File: config.mk
export PLATFORM = sky130hd
export DESIGN_NAME = control_unit
export DESIGN_NICKNAME = d
export VERILOG_FILES = /design/src/rtl/control_unit_pkg.sv /design/src/rtl/control_unit_branch.sv /design/src/rtl/control_unit.sv
export SDC_FILE = /design/constraint.sdc
export NUM_CORES = 1
export LEC_CHECK = 0
export BUFFER_PORTS_ARGS = -buffer_cell sky130_fd_sc_hd__buf_2
export CELL_PAD_IN_SITES_DETAIL_PLACEMENT = 1
export CELL_PAD_IN_SITES_GLOBAL_PLACEMENT = 2
export CORE_ASPECT_RATIO = 1.1
export CORE_MARGIN = 4
export CORE_UTILIZATION = 30
export CTS_CLUSTER_SIZE = 14
export DETAILED_ROUTE_END_ITERATION = 7
export PLACE_DENSITY_LB_ADDON = 0.1
export SKIP_CTS_REPAIR_TIMING = 1
export SYNTH_ARGS = -nofsm -noshare
export SYNTH_HDL_FRONTEND = slang
export SYNTH_SLANG_ARGS = --single-unit
File: constraint.sdc
create_clock -name clk -period 4.6 [get_ports clk]
set_clock_uncertainty 0.15 [all_clocks]
set_input_delay 0.46 -clock clk [delete_from_list [all_inputs] [get_ports clk]]
set_output_delay 0.46 -clock clk [all_outputs]
set_load 0.005 [all_outputs]
File: src/rtl/control_unit_pkg.sv
// Shared encodings for the control unit, ALU and MAC: instruction opcodes, register
// fields, unit commands, bus sources and branch conditions.
package control_unit_pkg;

    typedef enum logic [2:0] {
        ST_IDLE   = 3'd0,
        ST_FETCH  = 3'd1,
        ST_DECODE = 3'd2,
        ST_EXEC   = 3'd3,
        ST_WB     = 3'd4,
        ST_HALT   = 3'd5
    } state_t;

    localparam logic [3:0] OP_NOOP   = 4'h0;
    localparam logic [3:0] OP_LOAD   = 4'h1;
    localparam logic [3:0] OP_STORE  = 4'h2;
    localparam logic [3:0] OP_MOV    = 4'h3;
    localparam logic [3:0] OP_ALU    = 4'h4;
    localparam logic [3:0] OP_MAC    = 4'h5;
    localparam logic [3:0] OP_OUT    = 4'h6;
    localparam logic [3:0] OP_BRANCH = 4'h7;
    localparam logic [3:0] OP_HLT    = 4'hF;

    localparam logic [3:0] REG_ALU_ACC = 4'd0;
    localparam logic [3:0] REG_MAC_A   = 4'd1;
    localparam logic [3:0] REG_MAC_B   = 4'd2;

    localparam logic [3:0] ALU_NOP       = 4'hF;
    localparam logic [3:0] ALU_LOAD_ACC  = 4'h8;
    localparam logic [3:0] ALU_STORE_ACC = 4'h9;
    localparam logic [3:0] MAC_NOP       = 4'hF;
    localparam logic [3:0] MAC_FN_MAX    = 4'h2;
    localparam logic [3:0] MAC_LOAD_A    = 4'h4;
    localparam logic [3:0] MAC_LOAD_B    = 4'h5;
    localparam logic [3:0] MAC_STORE_A   = 4'h6;
    localparam logic [3:0] MAC_STORE_B   = 4'h7;

    localparam logic [2:0] BUS_MEM   = 3'd1;
    localparam logic [2:0] BUS_ALU   = 3'd2;
    localparam logic [2:0] BUS_MAC   = 3'd3;
    localparam logic [2:0] BUS_CONST = 3'd4;
    localparam logic [2:0] BUS_NONE  = 3'd5;

    localparam logic [3:0] COND_EQ   = 4'd0;
    localparam logic [3:0] COND_NEQ  = 4'd1;
    localparam logic [3:0] COND_GT   = 4'd2;
    localparam logic [3:0] COND_GTEQ = 4'd3;
    localparam logic [3:0] COND_LT   = 4'd4;
    localparam logic [3:0] COND_LTEQ = 4'd5;

    typedef struct packed {
        logic [3:0] alu;
        logic [3:0] mac;
    } cmd_t;

    // Register load from the bus (MOV, LOAD write-back); unknown fields issue nothing.
    function automatic cmd_t load_cmd(input logic [3:0] field);
        case (field)
            REG_ALU_ACC: return '{alu: ALU_LOAD_ACC, mac: MAC_NOP};
            REG_MAC_A:   return '{alu: ALU_NOP, mac: MAC_LOAD_A};
            REG_MAC_B:   return '{alu: ALU_NOP, mac: MAC_LOAD_B};
            default:     return '{alu: ALU_NOP, mac: MAC_NOP};
        endcase
    endfunction

    function automatic cmd_t store_cmd(input logic [3:0] field);
        case (field)
            REG_ALU_ACC: return '{alu: ALU_STORE_ACC, mac: MAC_NOP};
            REG_MAC_A:   return '{alu: ALU_NOP, mac: MAC_STORE_A};
            REG_MAC_B:   return '{alu: ALU_NOP, mac: MAC_STORE_B};
            default:     return '{alu: ALU_NOP, mac: MAC_NOP};
        endcase
    endfunction

    function automatic logic [2:0] store_src(input logic [3:0] field);
        case (field)
            REG_ALU_ACC:          return BUS_ALU;
            REG_MAC_A, REG_MAC_B: return BUS_MAC;
            default:              return BUS_NONE;
        endcase
    endfunction

endpackage

File: src/rtl/control_unit_branch.sv
// Combinational branch condition evaluation from the accumulator zero/overflow flags.
module branch_unit
    import control_unit_pkg::*;
(
    input  logic [3:0] cond,
    input  logic       acc_zero,
    input  logic       acc_overflow,
    output logic       taken
);

    always_comb begin
        taken = 1'b0;
        case (cond)
            COND_EQ:   taken = acc_zero;
            COND_NEQ:  taken = !acc_zero;
            COND_GT:   taken = !acc_zero && !acc_overflow;
            COND_GTEQ: taken = !acc_overflow;
            COND_LT:   taken = acc_overflow;
            COND_LTEQ: taken = acc_overflow || acc_zero;
            default:   taken = 1'b0;
        endcase
    end

endmodule

File: src/rtl/control_unit.sv
// Multi-cycle instruction sequencer: fetch/decode/execute/write-back with Moore-decoded
// commands to the ALU, MAC, data bus and memory.
module control_unit
    import control_unit_pkg::*;
#(
    parameter int DATA_WIDTH = 8,
    parameter int ADDR_WIDTH = 8
) (
    input  logic                  clk,
    input  logic                  a_reset_n,
    input  logic                  start,
    input  logic [15:0]           inst_in,
    input  logic                  acc_zero,
    input  logic                  acc_overflow,
    output logic [ADDR_WIDTH-1:0] pc_out,
    output logic [3:0]            alu_opcode,
    output logic [3:0]            mac_opcode,
    output logic [2:0]            bus_sel,
    output logic [DATA_WIDTH-1:0] const_out,
    output logic [ADDR_WIDTH-1:0] mem_addr,
    output logic                  mem_we,
    output logic                  out_we,
    output logic                  halted,
    output logic [2:0]            state_dbg
);

    state_t                state;
    logic [ADDR_WIDTH-1:0] pc;
    logic [15:0]           ir;
    logic [3:0]            opcode;
    logic [3:0]            field;
    logic [7:0]            imm;
    logic                  branch_taken;
    cmd_t                  ld_cmd;
    cmd_t                  st_cmd;

    assign opcode = ir[15:12];
    assign field  = ir[11:8];
    assign imm    = ir[7:0];
    assign ld_cmd = load_cmd(field);
    assign st_cmd = store_cmd(field);

    branch_unit u_branch (
        .cond         (field),
        .acc_zero     (acc_zero),
        .acc_overflow (acc_overflow),
        .taken        (branch_taken)
    );

    always_ff @(posedge clk or negedge a_reset_n) begin
        if (!a_reset_n) begin
            state <= ST_IDLE;
            pc    <= '0;
            ir    <= '0;
        end else begin
            case (state)
                ST_IDLE, ST_HALT: begin
                    if (start) begin
                        state <= ST_FETCH;
                        pc    <= '0;
                    end
                end
                ST_FETCH: state <= ST_DECODE;
                // Instruction memory has one cycle of read latency, so the word for pc is valid here.
                ST_DECODE: begin
                    ir    <= inst_in;
                    state <= ST_EXEC;
                end
                ST_EXEC: begin
                    if (opcode == OP_HLT) begin
                        state <= ST_HALT;
                    end else begin
                        if (opcode == OP_LOAD || opcode == OP_STORE || opcode == OP_OUT)
                            state <= ST_WB;
                        else
                            state <= ST_FETCH;
                        if (opcode == OP_BRANCH && branch_taken)
                            pc <= ADDR_WIDTH'(imm);
                        else
                            pc <= pc + ADDR_WIDTH'(1);
                    end
                end
                ST_WB:   state <= ST_FETCH;
                default: state <= ST_IDLE;
            endcase
        end
    end

    // Commands depend only on the state and instruction register.
    always_comb begin
        alu_opcode = ALU_NOP;
        mac_opcode = MAC_NOP;
        bus_sel    = BUS_NONE;
        const_out  = '0;
        mem_we     = 1'b0;
        out_we     = 1'b0;
        case (state)
            ST_EXEC: begin
                case (opcode)
                    OP_MOV: begin
                        bus_sel    = BUS_CONST;
                        const_out  = DATA_WIDTH'(imm);
                        alu_opcode = ld_cmd.alu;
                        mac_opcode = ld_cmd.mac;
                    end
                    OP_LOAD: bus_sel = BUS_MEM;
                    OP_STORE, OP_OUT: begin
                        alu_opcode = st_cmd.alu;
                        mac_opcode = st_cmd.mac;
                    end
                    OP_ALU: alu_opcode = field[3] ? ALU_NOP : field;
                    OP_MAC: mac_opcode = (field <= MAC_FN_MAX) ? field : MAC_NOP;
                    default: ;
                endcase
            end
            ST_WB: begin
                case (opcode)
                    OP_LOAD: begin
                        bus_sel    = BUS_MEM;
                        alu_opcode = ld_cmd.alu;
                        mac_opcode = ld_cmd.mac;
                    end
                    OP_STORE: begin
                        bus_sel = store_src(field);
                        mem_we  = 1'b1;
                    end
                    OP_OUT: begin
                        bus_sel = store_src(field);
                        out_we  = 1'b1;
                    end
                    default: ;
                endcase
            end
            default: ;
        endcase
    end

    assign pc_out    = pc;
    assign mem_addr  = ADDR_WIDTH'(imm);
    assign halted    = (state == ST_HALT);
    assign state_dbg = state;

endmodule

==> results.py, run 1 <==
metrics = {
    "sta": {
        "fmax_mhz": 351,
        "worst_slack_ns": 1.75,
        "hold_slack_ns": 0.0263,
        "setup_viol": 0,
        "finalCriticalPeriod_ns": 2.85,
        "grt_setup_unrepaired": "false",
        "fin_crit_sh_pct": 61.9,
        "hold_viol": 0,
        "fin_tns_setup_ns": 0,
        "max-slew-margin-rel_pct": 41.5,
        "final_max_slew_viol_count": 0,
        "max_slew.worst_pin.slew_ns": 0.874,
    },
    "clock_network": {
        "cts-root-buf": "clkbuf_8",
        "tritoncts": "done",
        "cts_made_buffers": 3,
        "clk_latency_ns": 0.29,
        "cts-htree-levels": 1,
        "numClockSinks": 27,
        "path_clk_slew_ns": 0.11,
        "cts_max_path_buffers": 2,
    },
    "logic_synthesis": {
        "synth_area_per_cell_um2": 9.13,
        "synth_top_cells_by_area": "dfrtp_1, mux2_2, buf_4",
        "netlist_instances": 206,
        "synth_top_area_share_pct": 35.9,
        "synthArstFlopShare_pct": 100,
        "seq_area_frac_synth_pct": 35.9,
        "synth_ff_type": "dfrtp_1",
        "syn_area_mm2": 0.00188,
        "yosys.area.top_type": "dfrtp_1",
        "ys_warn_count": 0,
        "synth-seq-cells": 27,
        "synth_edf_count": 0,
        "syn-num-nets": 228,
        "ys_types": 49,
    },
    "power": {
        "seqPwrFrac_pct": 39.9,
        "peakVddDrop_mv": 0.231,
        "finalPower_w": 0.00134,
        "clkPwrFrac_pct": 11.2,
        "leakagePower_nw": 0.986,
        "internal_power_w": 0.000704,
        "power.density_mw_per_mm2": 613,
        "comb_power_share_pct": 48.8,
        "swShare_pct": 47.6,
        "p_sw_w": 0.000640,
    },
    "detailed_routing": {
        "vias": 1684,
        "post_drt_wl_per_cell_um": 15.9,
        "first_pass_iters": 4,
        "drc_errors": 0,
        "antenna_left": 0,
        "drt_wl_total_mm": 5.23,
        "via_per_inst": 5.10,
        "first_iter_violations": 65,
    },
    "worst_setup_path": {
        "crit_path_top_delay_cell": "dfrtp_1",
        "critPathMaxStageDelay_ns": 0.54,
        "crit_start": "state_dbg[0]",
        "end_kind": "primary output",
        "reg2reg_from": "ir[8]",
        "crit_chain": "inv_1 > or3_1 > nor4_4 > and2_1 > buf_2",
        "crit_buf_inv": 2,
        "crit_fanout": 9,
        "worstPathArrival_ns": 2.24,
        "crit_family": "simple AND/OR/NAND/NOR gates",
        "crit_type": "flop to primary output",
        "required_ns": 3.99,
        "startpoint_type": "flop",
    },
    "floorplanning": {
        "start_util_pct": 30.8,
        "die_area_mm2": 0.00761,
        "core_mm2": 0.00612,
        "ios": 62,
        "rows": 30,
        "die_w_um": 83.5,
        "die_height_um": 91.1,
    },
    "global_routing": {
        "antenna_found_initial": 0,
        "grt_pass1_wl_mm": 8.78,
        "gr-total-overflow": 0,
        "grt_max_degree": 28,
        "gr-usage-all-layers_pct": 13.9,
        "grt_pass1_vias": 1666,
    },
    "layout": {
        "ff_latch_area_um2": 676,
        "drive_above_1_share_pct": 35.2,
        "areaGrowthSynthToFinish_pct": 16.6,
        "nets": 273,
        "layout.cells.non_filler": 330,
        "fillers": 768,
        "antennaDiodeCount": 0,
        "multi_input_area_mm2": 0.00102,
    },
    "flow_run": {
        "max_cap_viol_count": 0,
    },
    "placement": {
        "io_buffers": 61,
        "gp_congestion": 0.766,
        "pre_cts_ws_ns": 2.01,
        "hpwlAfterDp_mm": 3.96,
        "dp.cells": 326,
    },
    "outcome": {
        "run_status": "finished clean",
    },
    "min_path": {
        "hp-class": "input pin to async pin",
    },
}
## placed cells by master (no fill, tap or decap), types with 2 or more instances in the layout
master / netlist / final
nand3_1: 4 / 4
mux2i_1: 7 / 7
o21ai_0: 11 / 11
or3_1: 3 / 3
a2111oi_0: 2 / 2
a21oi_1: 6 / 6
nand2b_1: 7 / 7
xnor2_1: 3 / 3
inv_1: 9 / 9
nor4_1: 3 / 3
buf_2: 4 / 61
o22ai_1: 6 / 6
dfrtp_1: 27 / 27
clkbuf_8: 0 / 3
nand2_1: 16 / 16
a31oi_1: 6 / 6
nor3_1: 5 / 5
inv_2: 2 / 2
and3_1: 2 / 2
and2_1: 10 / 10
nor2_1: 18 / 18
mux2_2: 13 / 13
## Yosys cell counts (4+ instances only)
master     n
nor2_1    18
nand2_1   16
dfrtp_1   27
a21oi_1    6
inv_1      9
nand3_1    4
nand2b_1   7
clkbuf_1   4
mux2i_1    7
a31oi_1    6
buf_4     10
buf_2      4
nor3_1     5
o21ai_0   11
o22ai_1    6
mux2_2    13
and2_1    10
## power by group through the flow
| stage | Combinational (W) | Clock [W] | Sequential (W) |
|---|---|---|---|
| after CTS | 0.000669 | 0.000160 | 0.000535 |
| after global placement | 0.000662 | 0 | 0.000544 |
| final | 0.000656 | 0.000151 | 0.000537 |
| after global routing | 0.000734 | 0.000170 | 0.000565 |
| after detailed placement | 0.000665 | 0 | 0.000541 |
| after floorplan | 0.000637 | 0 | 0.000420 |
## path summary, 6_finish.rpt
path	cells after the start	to	slack, ns
setup / recovery	5	const_out[1]	1.75
hold / removal	1	pc_out[4]	0.03
setup reg to reg	5	pc_out[7]	2.41
hold reg to reg	2	pc_out[7]	0.40
max in group asynchronous	1	ir[13]	3.85
min in group clk	3	ir[8]	0.22
## metrics by stage
| step | area [um2] | utilization (%) |
|---|---|---|
| 6_report | 2190 | 35.8 |
| 5_1_grt | 2190 | 35.8 |
| 4_1_cts | 2190 | 35.8 |
| 3_5_place_dp | 2140 | 35.0 |
| 3_3_place_gp | 2140 | 35.0 |
| 2_1_floorplan | 1880 | - |
## routing by layer
metal	routed length, um	vias to the layer above	global-route usage [%]
met3	176	2	2.00
met4	21	0	3.35
met5	0	-	0
met1	2500	833	19.2
li1	-	820	-
met2	2530	29	23.1
## cell type report
cell class	instances	share of cell area [%]
Sequential cell	27	30.8
Clock inverter	1	0.399
Tap cell	80	4.56
Clock buffer	3	1.88
Inverter	11	1.88
Timing Repair Buffer	61	13.9
Multi-Input combinational cell	147	46.5
## logic make-up after synthesis
kind of cell	Yosys count	share of synthesized area (%)
simple gates	76	22.2
compound gates	46	18.0
buf+inv	32	9.84
flops	27	35.9
mux	20	11.5
xor+xnor	4	1.86
fa+ha+maj	1	0.665
## registers in the layout (all words and copies together), names as in the netlist
name,cells
ir,16
pc_out,8
state_dbg,3
No activity file was read; power rests on OpenSTA's default activity.
==> run 2: changes to the inputs <==
--- a/config.mk
+++ b/config.mk
@@ -5,12 +5,13 @@
 export SDC_FILE = /design/constraint.sdc
 export NUM_CORES = 1
 export LEC_CHECK = 0
+export ABC_AREA = 1
 export BUFFER_PORTS_ARGS = -buffer_cell sky130_fd_sc_hd__buf_2
 export CELL_PAD_IN_SITES_DETAIL_PLACEMENT = 1
 export CELL_PAD_IN_SITES_GLOBAL_PLACEMENT = 2
 export CORE_ASPECT_RATIO = 1.1
 export CORE_MARGIN = 4
-export CORE_UTILIZATION = 30
+export CORE_UTILIZATION = 26
 export CTS_CLUSTER_SIZE = 14
 export DETAILED_ROUTE_END_ITERATION = 7
 export PLACE_DENSITY_LB_ADDON = 0.1
==> constraint.sdc (replaced) <==
create_clock -name clk -period 2.75 [get_ports clk]
set_clock_uncertainty 0.15 [all_clocks]
set_input_delay 0.275 -clock clk [delete_from_list [all_inputs] [get_ports clk]]
set_output_delay 0.275 -clock clk [all_outputs]
set_load 0.005 [all_outputs]
==> results.py, run 2 <==
metrics = {
    "worst_setup_path": {
        "worstPathArrival_ns": 1.97,
        "r2r_slack_ns": 0.91,
        "worstReg2RegEnd": "pc_out[7]",
        "reg2reg_from": "state_dbg[0]",
        "crit_chain": "inv_1 > nand2_1 > nor3_1 > o21ai_0 > nand2_1 > nor2_1 > a21oi_1 > buf_2",
        "crit_family": "simple AND/OR/NAND/NOR gates",
        "crit_top_cell": "nand2_1",
        "crit_buf_inv": 2,
        "required_ns": 2.33,
        "crit_path_top_delay_cell": "nor3_1",
        "reg2regPathDepth": 6,
        "critPathMaxStageDelay_ns": 0.51,
        "end_kind": "primary output",
        "startpoint_type": "flop",
        "crit_type": "flop to primary output",
        "crit_start": "ir[15]",
        "crit_fanout": 5,
    },
    "logic_synthesis": {
        "ys_warn_count": 0,
        "synth_edf_count": 0,
        "netlist_instances": 267,
        "synth_top_area_share_pct": 37.8,
        "syn-num-nets": 289,
        "synth_top_cells_by_area": "dfrtp_1, nand2_1, nand3_1",
        "synth_area_per_cell_um2": 6.70,
        "synth_most_common_cell": "nand2_1",
        "syn_area_mm2": 0.00179,
        "synth-seq-cells": 27,
        "synthArstFlopShare_pct": 100,
        "synth_ff_type": "dfrtp_1",
        "seq_area_frac_synth_pct": 37.8,
        "ys_types": 23,
        "synth_commonest_cells": "nand2_1, inv_1, nor2_1, nand3_1, dfrtp_1",
        "yosys.area.top_type": "dfrtp_1",
    },
    "detailed_routing": {
        "via_per_inst": 4.66,
        "first_pass_iters": 4,
        "drt_wl_total_mm": 5.79,
        "first_iter_violations": 40,
        "drc_errors": 0,
        "antenna_left": 0,
        "vias": 1883,
        "post_drt_wl_per_cell_um": 14.3,
    },
    "sta": {
        "setup_viol": 0,
        "finalCriticalPeriod_ns": 2.39,
        "fin_crit_sh_pct": 87.1,
        "hold_viol": 0,
        "fmax_mhz": 418,
        "max_slew.worst_pin.slew_ns": 0.731,
        "hold_slack_ns": 0.0864,
        "max-slew-margin-rel_pct": 51.2,
        "grt_setup_unrepaired": "false",
        "fin_tns_setup_ns": 0,
        "final_max_slew_viol_count": 0,
    },
    "min_path": {
        "hold_start": "inst_in[11]",
        "hold_depth": 3,
        "min_to": "ir[11]",
        "hp-class": "input pin to flop",
    },
    "layout": {
        "drive_above_1_share_pct": 23.3,
        "fin_area_mm2": 0.00219,
        "largest_reg_flops": 16,
        "final_common_cell": "nand2_1",
        "antennaDiodeCount": 0,
        "layout_common_cells": "nand2_1, buf_2, inv_1, nor2_1, nand3_1",
        "areaGrowthSynthToFinish_pct": 22.3,
        "nets": 345,
        "layout.cells.non_filler": 404,
        "largest_register": "ir",
    },
    "clock_network": {
        "clk_latency_ns": 0.28,
        "cts_max_path_buffers": 2,
        "cts-htree-levels": 1,
        "cts-root-buf": "clkbuf_8",
        "cts_made_buffers": 3,
        "path_clk_slew_ns": 0.10,
        "tritoncts": "done",
        "numClockSinks": 27,
    },
    "placement": {
        "io_buffers": 61,
        "hpwlAfterDp_mm": 4.57,
        "dp.cells": 399,
        "gp_congestion": 0.803,
        "dpl-instance-area_mm2": 0.00213,
    },
    "power": {
        "power.density_mw_per_mm2": 1040,
        "peakVddDrop_mv": 0.285,
        "leakagePower_nw": 1.22,
        "finalPower_w": 0.00227,
    },
    "floorplanning": {
        "die_w_um": 87.1,
        "rows": 31,
        "ios": 62,
        "start_util_pct": 27.0,
        "core_mm2": 0.00663,
        "die_area_mm2": 0.00827,
        "die_height_um": 95.0,
    },
    "global_routing": {
        "gr-total-overflow": 0,
        "gr-usage-all-layers_pct": 14.8,
        "grt_max_degree": 28,
        "grt_pass1_wl_mm": 9.77,
        "grt_pass1_vias": 1957,
        "antenna_found_initial": 0,
    },
    "flow_run": {
        "max_cap_viol_count": 0,
    },
    "outcome": {
        "run_status": "finished clean",
    },
}
## run 2: cell types whose count changed after synthesis, sizes merged, moves of 6 or more
cell	previous run	this run
nand3	4	30
nor2	18	35
mux2i	7	0
nand2	16	65
nand2b	7	0
a31oi	7	1
mux2	13	0
buf	17	9
a21oi	6	21
and2	10	0
o22ai	6	0
nor3	7	15
inv	11	36
## run 2: layer usage
layer / share of wire [%] / GRT usage [%] / vias up
met5: 0 / 0 / -
met4: 0.97 / 3.51 / 0
met3: 3.9 / 1.92 / 5
met2: 50 / 26.0 / 34
met1: 45 / 19.2 / 881
li1: - / - / 963
## run 2: cells by family (layout without fill, tap and decap cells)
kind of cell	count (synthesis)	count (layout)	synth area share [%]
AO/OA/AOI/OAI	34	34	10.1
XOR/XNOR	5	5	2.45
adder cells (fa/ha/maj)	1	1	0.700
buffers and inverters	49	104	12.0
flip-flops	27	27	37.8
AND/OR/NAND/NOR	151	151	36.9
## run 2: worst max-delay path by stage
stage / endpoint / slack (ns) / depth (start not counted)
finish: mac_opcode[1] / 0.36 / 8
CTS: mac_opcode[1] / 0.32 / 8
floorplan: alu_opcode[2] / 1.09 / 7
detailed placement: mac_opcode[1] / 0.66 / 8
global placement: mac_opcode[1] / 0.64 / 8
global route: mac_opcode[1] / 0.20 / 8
## run 2: area by class of cell
class,instances,area [um2]
repair buffers,64,330
flip-flops and latches,27,676
inverters,36,135
fillers,875,4450
multi-input cells,191,897
clock buffers,4,45.0
well taps,82,103
## run 2: metrics by stage
| step | worst slack [ns] | util [%] |
|---|---|---|
| finish | 0.356 | 33.0 |
| global route | 0.195 | 33.0 |
| CTS | 0.317 | 32.8 |
| detailed placement | 0.659 | 32.1 |
| global placement | 0.636 | 32.1 |
| floorplan | 1.09 | - |
## run 2: worst register-to-register path: cells and delay by family (launching register included)
| family | cells | cell delay, ns |
|---|---|---|
| buffers and inverters | 1 | 0.23 |
| DFF | 1 | 0.42 |
| and+or+nand+nor | 5 | 0.97 |
## run 2: where the power goes
group	switching [W]	leakage, nW	internal [W]
registers	0.000170	0.322	0.000573
logic	0.000853	0.871	0.000435
clock network	0.000132	0.0228	0.000104
total	0.00115	1.22	0.00111
